## config.mk

```make
export PLATFORM = sky130hd
export DESIGN_NAME = shift_register_multi
export DESIGN_NICKNAME = d
export VERILOG_FILES = /design/src/rtl/shift_register_pkg.sv /design/src/rtl/clk_div_strobe.sv /design/src/rtl/shift_register_multi.sv
export SDC_FILE = /design/constraint.sdc
export NUM_CORES = 1
export LEC_CHECK = 0
export CORE_MARGIN = 2
export CORE_UTILIZATION = 40
export CTS_BUF_LIST = sky130_fd_sc_hd__clkbuf_4 sky130_fd_sc_hd__clkbuf_8 sky130_fd_sc_hd__clkbuf_16
export CTS_CLUSTER_DIAMETER = 60
export DETAILED_ROUTE_END_ITERATION = 8
export SKIP_LAST_GASP = 1
export SLEW_MARGIN = 20
export SYNTH_ARGS = -nofsm -noshare
export SYNTH_HDL_FRONTEND = slang
export SYNTH_SLANG_ARGS = --single-unit
```

## constraint.sdc

```tcl
create_clock -name clk -period 4.55 [get_ports clk]
set_input_delay 0.91 -clock clk [delete_from_list [all_inputs] [get_ports clk]]
set_output_delay 0.91 -clock clk [all_outputs]
set_load 0.05 [all_outputs]
```

## src/rtl/shift_register_pkg.sv

```systemverilog
// Shared definitions for the multi-lane panel shift-register driver:
// FSM encoding, parameter defaults and counter sizing.
package shift_register_pkg;

  localparam int DEF_CHANNELS     = 16;
  localparam int DEF_BITS         = 8;
  localparam int DEF_DIV          = 1;
  localparam int DEF_LATCH_CYCLES = 2;

  typedef enum logic [1:0] {
    ST_IDLE  = 2'd0,
    ST_SHIFT = 2'd1,
    ST_LATCH = 2'd2
  } state_t;

  // Width able to hold 0..count-1; never narrower than one bit.
  function automatic int cnt_w(input int count);
    return (count > 1) ? $clog2(count) : 1;
  endfunction

endpackage

```

## src/rtl/clk_div_strobe.sv

```systemverilog
// Phase strobe generator: while enabled, pulses strobe for one cycle every DIV
// cycles; restarts a full period whenever it is disabled.
module clk_div_strobe
  import shift_register_pkg::*;
#(
  parameter int DIV = DEF_DIV
) (
  input  logic clk,
  input  logic rst_n,
  input  logic en,
  output logic strobe
);

  localparam int           W    = cnt_w(DIV);
  localparam logic [W-1:0] LOAD = W'(DIV - 1);

  logic [W-1:0] cnt;

  assign strobe = en && (cnt == '0);

  always_ff @(posedge clk or negedge rst_n) begin
    if (!rst_n) begin
      cnt <= LOAD;
    end else if (!en || strobe) begin
      cnt <= LOAD;
    end else begin
      cnt <= cnt - 1'b1;
    end
  end

endmodule

```

## src/rtl/shift_register_multi.sv

```systemverilog
// Serialises CHANNELS parallel lanes LSB first onto sdata with sclk, then pulses
// latch; a pending frame register allows gap-free back-to-back frames.
//   state    | meaning
//   ST_IDLE  | no active frame, sclk/latch low, sdata holds last bit
//   ST_SHIFT | clocking bit idx of the active frame out on every lane
//   ST_LATCH | latch high for LATCH_CYCLES; frame_done on the last one
module shift_register_multi
  import shift_register_pkg::*;
#(
  parameter int CHANNELS     = DEF_CHANNELS,
  parameter int BITS         = DEF_BITS,
  parameter int DIV          = DEF_DIV,
  parameter int LATCH_CYCLES = DEF_LATCH_CYCLES
) (
  input  logic                     clk,
  input  logic                     rst_n,
  input  logic [CHANNELS*BITS-1:0] in_data,
  input  logic                     in_valid,
  output logic                     in_ready,
  output logic [CHANNELS-1:0]      sdata,
  output logic                     sclk,
  output logic                     latch,
  output logic                     busy,
  output logic                     frame_done
);

  localparam int FW = CHANNELS * BITS;
  localparam int IW = cnt_w(BITS);
  localparam int LW = cnt_w(LATCH_CYCLES);
  localparam logic [IW-1:0] LAST_BIT = IW'(BITS - 1);
  localparam logic [LW-1:0] LAT_LOAD = LW'(LATCH_CYCLES - 1);

  state_t               state, state_n;
  logic [IW-1:0]        idx, idx_n;
  logic [LW-1:0]        lat_cnt, lat_n;
  logic [FW-1:0]        act, act_n, pend, pend_n, act_shift;
  logic                 pend_full, pend_full_n;
  logic                 sclk_n, load_bits, accept, strobe, div_en;
  logic [CHANNELS-1:0]  sdata_n;

  assign in_ready = !pend_full;
  assign accept   = in_valid && !pend_full;
  assign div_en   = (state == ST_SHIFT);

  clk_div_strobe #(.DIV(DIV)) u_div (
    .clk    (clk),
    .rst_n  (rst_n),
    .en     (div_en),
    .strobe (strobe)
  );

  always_comb begin
    state_n     = state;
    idx_n       = idx;
    lat_n       = lat_cnt;
    act_n       = act;
    pend_n      = pend;
    pend_full_n = pend_full;
    sclk_n      = sclk;
    load_bits   = 1'b0;

    case (state)
      ST_IDLE: begin
        sclk_n = 1'b0;
        if (accept) begin
          act_n     = in_data;
          idx_n     = '0;
          state_n   = ST_SHIFT;
          load_bits = 1'b1;
        end
      end
      ST_SHIFT: begin
        if (accept) begin
          pend_n      = in_data;
          pend_full_n = 1'b1;
        end
        if (strobe) begin
          if (!sclk) begin
            sclk_n = 1'b1;
          end else begin
            sclk_n = 1'b0;
            if (idx == LAST_BIT) begin
              state_n = ST_LATCH;
              lat_n   = LAT_LOAD;
            end else begin
              idx_n     = idx + 1'b1;
              load_bits = 1'b1;
            end
          end
        end
      end
      ST_LATCH: begin
        sclk_n = 1'b0;
        if (lat_cnt == '0) begin
          // Pending frame wins; otherwise a frame arriving right now goes straight to active.
          if (pend_full) begin
            act_n       = pend;
            pend_full_n = 1'b0;
            idx_n       = '0;
            state_n     = ST_SHIFT;
            load_bits   = 1'b1;
          end else if (accept) begin
            act_n     = in_data;
            idx_n     = '0;
            state_n   = ST_SHIFT;
            load_bits = 1'b1;
          end else begin
            state_n = ST_IDLE;
          end
        end else begin
          lat_n = lat_cnt - 1'b1;
          if (accept) begin
            pend_n      = in_data;
            pend_full_n = 1'b1;
          end
        end
      end
      default: state_n = ST_IDLE;
    endcase

    act_shift = act_n >> idx_n;
    for (int c = 0; c < CHANNELS; c++) begin
      sdata_n[c] = load_bits ? act_shift[c*BITS] : sdata[c];
    end
  end

  always_ff @(posedge clk or negedge rst_n) begin
    if (!rst_n) begin
      state      <= ST_IDLE;
      idx        <= '0;
      lat_cnt    <= '0;
      act        <= '0;
      pend       <= '0;
      pend_full  <= 1'b0;
      sdata      <= '0;
      sclk       <= 1'b0;
      latch      <= 1'b0;
      busy       <= 1'b0;
      frame_done <= 1'b0;
    end else begin
      state      <= state_n;
      idx        <= idx_n;
      lat_cnt    <= lat_n;
      act        <= act_n;
      pend       <= pend_n;
      pend_full  <= pend_full_n;
      sdata      <= sdata_n;
      sclk       <= sclk_n;
      latch      <= (state_n == ST_LATCH);
      busy       <= (state_n != ST_IDLE);
      frame_done <= (state_n == ST_LATCH) && (lat_n == '0);
    end
  end

endmodule

```

======== Word level (Yosys, flattened, before mapping) ========
Index checks and enable logic that the tools add are counted.
storage, ports and cells
  output and inout port bits .............. 21
  bits in latches ......................... 0
  RAM bits ................................ 0
  memories ................................ 0
  memory bits (read-only) ................. 0
  register bits after elaboration ......... 284
  word-level logic and storage cells ...... 78
  input bits .............................. 131
operators by class
  multipliers ............................. 0
  muxes and demuxes ....................... 41
  divide/modulo/power cells ............... 0
  add/sub/neg operators ................... 3
  eq/ne operators ......................... 6
  reduce and logical (&&, ||, !) cells .... 13
  order comparisons ....................... 0
  shifts and indexed selects .............. 1
  bitwise operators ....................... 2
operators by type and width
  cell                                                                    count
  128-bit two-way mux                                                     5
  128-bit one-hot mux with 2 select lines                                 2
  128-bit by 3-bit right shift with 121-bit output                        1
  3-bit two-way mux                                                       6
  1-bit two-way mux                                                       17
  2-bit two-way mux                                                       5
  3-bit one-hot mux with 3 select lines                                   1
  1-bit one-hot mux with 2 select lines                                   3
  2-bit one-hot mux with 3 select lines                                   1
  2-bit nonzero test                                                      3
  2-bit equality test (second input constant)                             2
  2-bit != test (second input constant)                                   2
  2-bit AND reduction                                                     2
  3-bit by 1-bit adder with 3-bit output (second input constant)          1
  3-bit equality test (second input constant)                             1
  1-bit logical AND                                                       3
  1-bit one-hot mux with 3 select lines                                   1
  2-bit by 1-bit equality test with 1-bit output (second input constant)  1
  1-bit logical NOT                                                       2
  2-bit logical NOT                                                       1
  1-bit NOT                                                               2
  2-bit OR reduction                                                      1
  1-bit subtractor (second input constant)                                2
  1-bit logical OR                                                        1

======== Depth between registers and ports, before layout ========
  word-level depth ........................ 8
  depth in mapped cells ................... 12
  gate-level depth less buffers ........... 10

======== Modules after synthesis ========
A second synthesis with hierarchy kept.
unflattened totals
  cell total of the unflattened synthesis .. 1399
  area total of the unflattened synthesis .. 16534.6 um2
by module, submodules not included
  module                sequential area each (um2)  area an instance (um2)  cells an instance  instances
  shift_register_multi  7081.8                      16492.1                 1396               1
  clk_div_strobe        25.0                        42.5                    3                  1

======== Worst setup path before layout ========
OpenSTA, ideal clock, no wires.
  path type ............................... input -> register
  start ................................... input port in_valid
  end ..................................... register sdata[10]
  slack ................................... 1713 ps
  buffers on the path ..................... 3
  stages on the path ...................... 10
  arrival time ............................ 2753 ps
  cell sequence ........................... buf_2 nor2b_1 o31ai_1 a21o_1 a22o_1 or2_1 buf_2 buf_6 or3_1 a41oi_2
between the ends
  word-level cells in the longest chain between the ends .. 6
  elaborated cells on any way between the ends .. 14
  classes of those cells .................. shift: 1; mux: 12; reduce/logical: 1
ends and longest elaborated chain
  element                                               line                                                     RTL
  from (decl)                                           shift_register_multi.sv:18                               input logic in_valid,
  1-bit logical AND (*)                                 shift_register_multi.sv:42                               assign accept = in_valid && !pend_full;
  3-bit two-way mux (*)                                 shift_register_multi.sv:65, shift_register_multi.sv:102
  3-bit two-way mux                                     shift_register_multi.sv:96                               if (pend_full) begin
  3-bit two-way mux                                     shift_register_multi.sv:94                               if (lat_cnt == '0) begin
  3-bit one-hot mux with 3 select lines (*)             shift_register_multi.sv:62                               case (state)
  via idx_n[1]                                          shift_register_multi.sv:34                               logic [IW-1:0] idx, idx_n;
  128-bit by 3-bit right shift with 121-bit output (*)  shift_register_multi.sv:121                              act_shift = act_n >> idx_n;
  to (signal assigned)                                  shift_register_multi.sv:147                              sdata <= sdata_n;
  to (decl)                                             shift_register_multi.sv:20                               output logic [CHANNELS-1:0] sdata,
The timed path passes the listed nets; every way through them passes the cells marked *.
A chain may end at the register's enable or synchronous reset.

======== Final worst setup path ========
  start ................................... register pend_full
  end ..................................... output port in_ready
between the ends
  word-level cells in the longest chain between the ends .. 1
ends and longest elaborated chain
  element                 line                         RTL
  from (decl)             shift_register_multi.sv:37   logic pend_full, pend_full_n;
  from (signal assigned)  shift_register_multi.sv:146  pend_full <= pend_full_n;
  1-bit logical NOT       shift_register_multi.sv:41   assign in_ready = !pend_full;
  to (decl)               shift_register_multi.sv:19   output logic in_ready,
No other way between the ends.

==> metrics.yaml <==
outcome:
  status: "finished clean"
global_routing:
  grt_pass1_wl_um: 85000
  grt_usage: 0.258
  top_usage_layer: "met2"
  met2_usage: 0.405
  grtUsageMet1: 0.358
  use_met3: 0.0462
  first_global_vias: 14000
  grt_overflow_total: 0
  grt_max_degree: 129
  grt_antenna_before_repair: 0
timing:
  skew_ps: 24.3
  finalSetupTns_ps: 0
  fin_crit_ps: 3530
  fmax_mhz: 283
  hold_viol: 0
  setup_viol: 0
  worst_pin_slew_ps: 1030
  slew_headroom: 0.315
  slew_violations: 0
  rsz0062_at_grt: "false"
  fin_crit_sh: 0.775
critical_path:
  critPathCaptureType: "output port"
  slowest_stage: "dfrtp_1"
  critical_path.max_fanout: 24
  cp.arrival_ps: 2620
  cp-start-kind: "flip-flop"
  cp.required_ps: 3640
  crit_family: "buffers and inverters"
  path_cells: "buf_4 -> inv_1 -> clkdlybuf4s50_1"
  timing.critical_path.buf_inv: 3
  slowest_delay_ps: 900
  setup.worst_path.class: "flip-flop to output port"
die:
  die_area_mm2: 0.0428
  die_w_um: 207
  io_pins: 152
  coreArea_mm2: 0.0407
  placementRows: 74
  start_util: 0.404
  die_y_um: 207
clock_tree:
  cts_inserted_buffers: 36
  cts_setup_buffers: 0
  clockBufferDepth: 3
  hold_buffers: 0
  cts-root-buf: "clkbuf_16"
  path_clk_slew_ps: 60
  cts_resized: 0
  cts_tree: "done"
  cts_sinks: 284
  clk_latency_ps: 550
  cts_max_level: 2
yosys:
  synth.distinct_cells: 46
  ys.flop_type: "dfrtp_1"
  syn_nets: 1837
  synthArstFlopShare: 1.00
  synth_seq_cells: 284
  syn_inst: 1701
  synth_top_area_frac: 0.432
  yosys-top-cells-area: "dfrtp_1, mux2i_1, mux2_2, nand2_1, a221o_1"
  synth-edff-count: 0
  synthTopCellsByCount: "nand2_1, dfrtp_1, mux2i_1"
  yosysSeqAreaShare: 0.432
  synth_area_mm2: 0.0164
  synth_top_cell_by_area: "dfrtp_1"
  synthMostInstantiatedCell: "nand2_1"
  syn-mean-instance-area_um2: 9.67
  yosysWarnings: 0
layout:
  diodes: 0
  fillers: 3707
  layout.nets: 1900
  area_growth_syn_to_layout_pct: 19.2
  regArea_mm2: 0.00711
  drive_gt1_frac: 0.140
  multiInputGateArea_mm2: 0.00874
detailed_routing:
  wl_um: 55700
  first_iter_violations: 1280
  post_drt_wl_per_cell_um: 24.0
  drtAntennaViolNets: 0
  vias_per_cell: 6.19
  vias: 14400
  drc: 0
  dr.pass1.iters: 7
pwr:
  total_power_mw: 10.3
  irDropWorstVdd_mv: 0.298
  cellPowerDensity_mw_per_mm2: 525
  p_leak_nw: 8.56
place:
  port-buffer-count: 151
  dp_hpwl_um: 33700
  place_congestion: 0.815
min_path:
  hold_class: "primary input to async pin"
run:
  maxCapViolations: 0
==> final cells by class <==
type / instances / area share
clock buffer: 56 / 0.0587
sequential: 284 / 0.363
tap: 532 / 0.0340
inverter: 6 / 0.00121
timing repair buffer: 185 / 0.0962
clock inverter: 4 / 0.00134
multi-input combinational: 1251 / 0.446
==> sequential cells by signal, indices dropped and copies added (netlist names) <==
| name | cells |
|---|---|
| act | 128 |
| lat_cnt | 1 |
| sclk | 1 |
| state | 2 |
| sdata | 16 |
| pend | 128 |
| pend_full | 1 |
| latch | 1 |
| busy | 1 |
| frame_done | 1 |
| idx | 3 |
| u_div.cnt | 1 |
==> routing by layer <==
layer / share of wire / vias up
met5: 0 / -
met4: 0.036 / 0
li1: - / 6460
met1: 0.44 / 7273
met2: 0.46 / 524
met3: 0.067 / 93
==> cell usage in the layout, fill, tap and decap left out, types with 2 or more instances in the layout <==
cell / count
a21boi_0: 16
a21o_1: 2
a21oi_1: 117
a221o_1: 120
a22o_1: 2
a22oi_1: 8
a31oi_1: 8
a41oi_1: 6
buf_12: 9
buf_4: 25
clkbuf_16: 37
clkbuf_4: 6
clkbuf_8: 13
clkdlybuf4s50_1: 149
clkinv_2: 3
dfrtp_1: 284
ha_1: 3
ha_4: 2
inv_1: 3
inv_2: 2
mux2_2: 136
mux2i_1: 153
nand2_1: 372
nand2b_1: 4
nand2b_4: 3
nor2_1: 99
nor2_4: 3
nor2b_1: 5
nor3_1: 4
o21ai_0: 20
o221ai_1: 112
o32a_1: 23
or3_1: 15
==> path summary, 6_finish.rpt <==
kind                                 from         to  slack, ps  depth (start not counted)
worst max-delay path            pend_full   in_ready       1020                          3
max in group asynchronous           rst_n   pend[49]       2940                          2
worst min register to register   pend[43]   pend[43]        500                          1
worst max register to register   state[0]  sdata[13]       1210                          9
worst min-delay path                rst_n  pend[123]        410                          1
min in group clk                 pend[43]   pend[43]        500                          1
==> worst reg2reg max path, cell delays in order (launching register included) <==
cell and delay (ps):
dfrtp_1 400, inv_1 190, ha_4 510, nor2b_1 100
o31ai_1 340, a21o_1 190, a22o_1 250, nand2b_1 640
o32ai_1 190, o41a_1 420
==> where the power goes <==
part	total (mW)	leakage, nW	switching, mW	internal [mW]
registers	4.13	3.57	0.715	3.41
logic	3.29	4.41	1.85	1.44
clock network	2.87	0.589	1.14	1.73
total	10.3	8.56	3.71	6.58
==> cells by family after synthesis <==
| group | count (synthesis) | share of synthesized area |
|---|---|---|
| AO/OA/AOI/OAI | 443 | 0.212 |
| adder cells (fa/ha/maj) | 5 | 0.00380 |
| buffers and inverters | 166 | 0.0412 |
| flip-flops | 284 | 0.432 |
| multiplexers | 289 | 0.186 |
| other | 1 | 0.000228 |
| AND/OR/NAND/NOR | 513 | 0.124 |
==> per-stage QoR <==
step | cells | utilization | worst slack, ps | hold WS, ps | instance area, um^2
floorplan | 1701 | - | 1710 | 481 | 16400
global placement | 2258 | 0.452 | 1280 | 489 | 18400
detailed placement | 2258 | 0.452 | 1230 | 496 | 18400
CTS | 2318 | 0.481 | 993 | 499 | 19600
global route | 2318 | 0.481 | 899 | 502 | 19600
finish | 2318 | 0.481 | 1020 | 408 | 19600
Power figures use the tool's default switching activity.
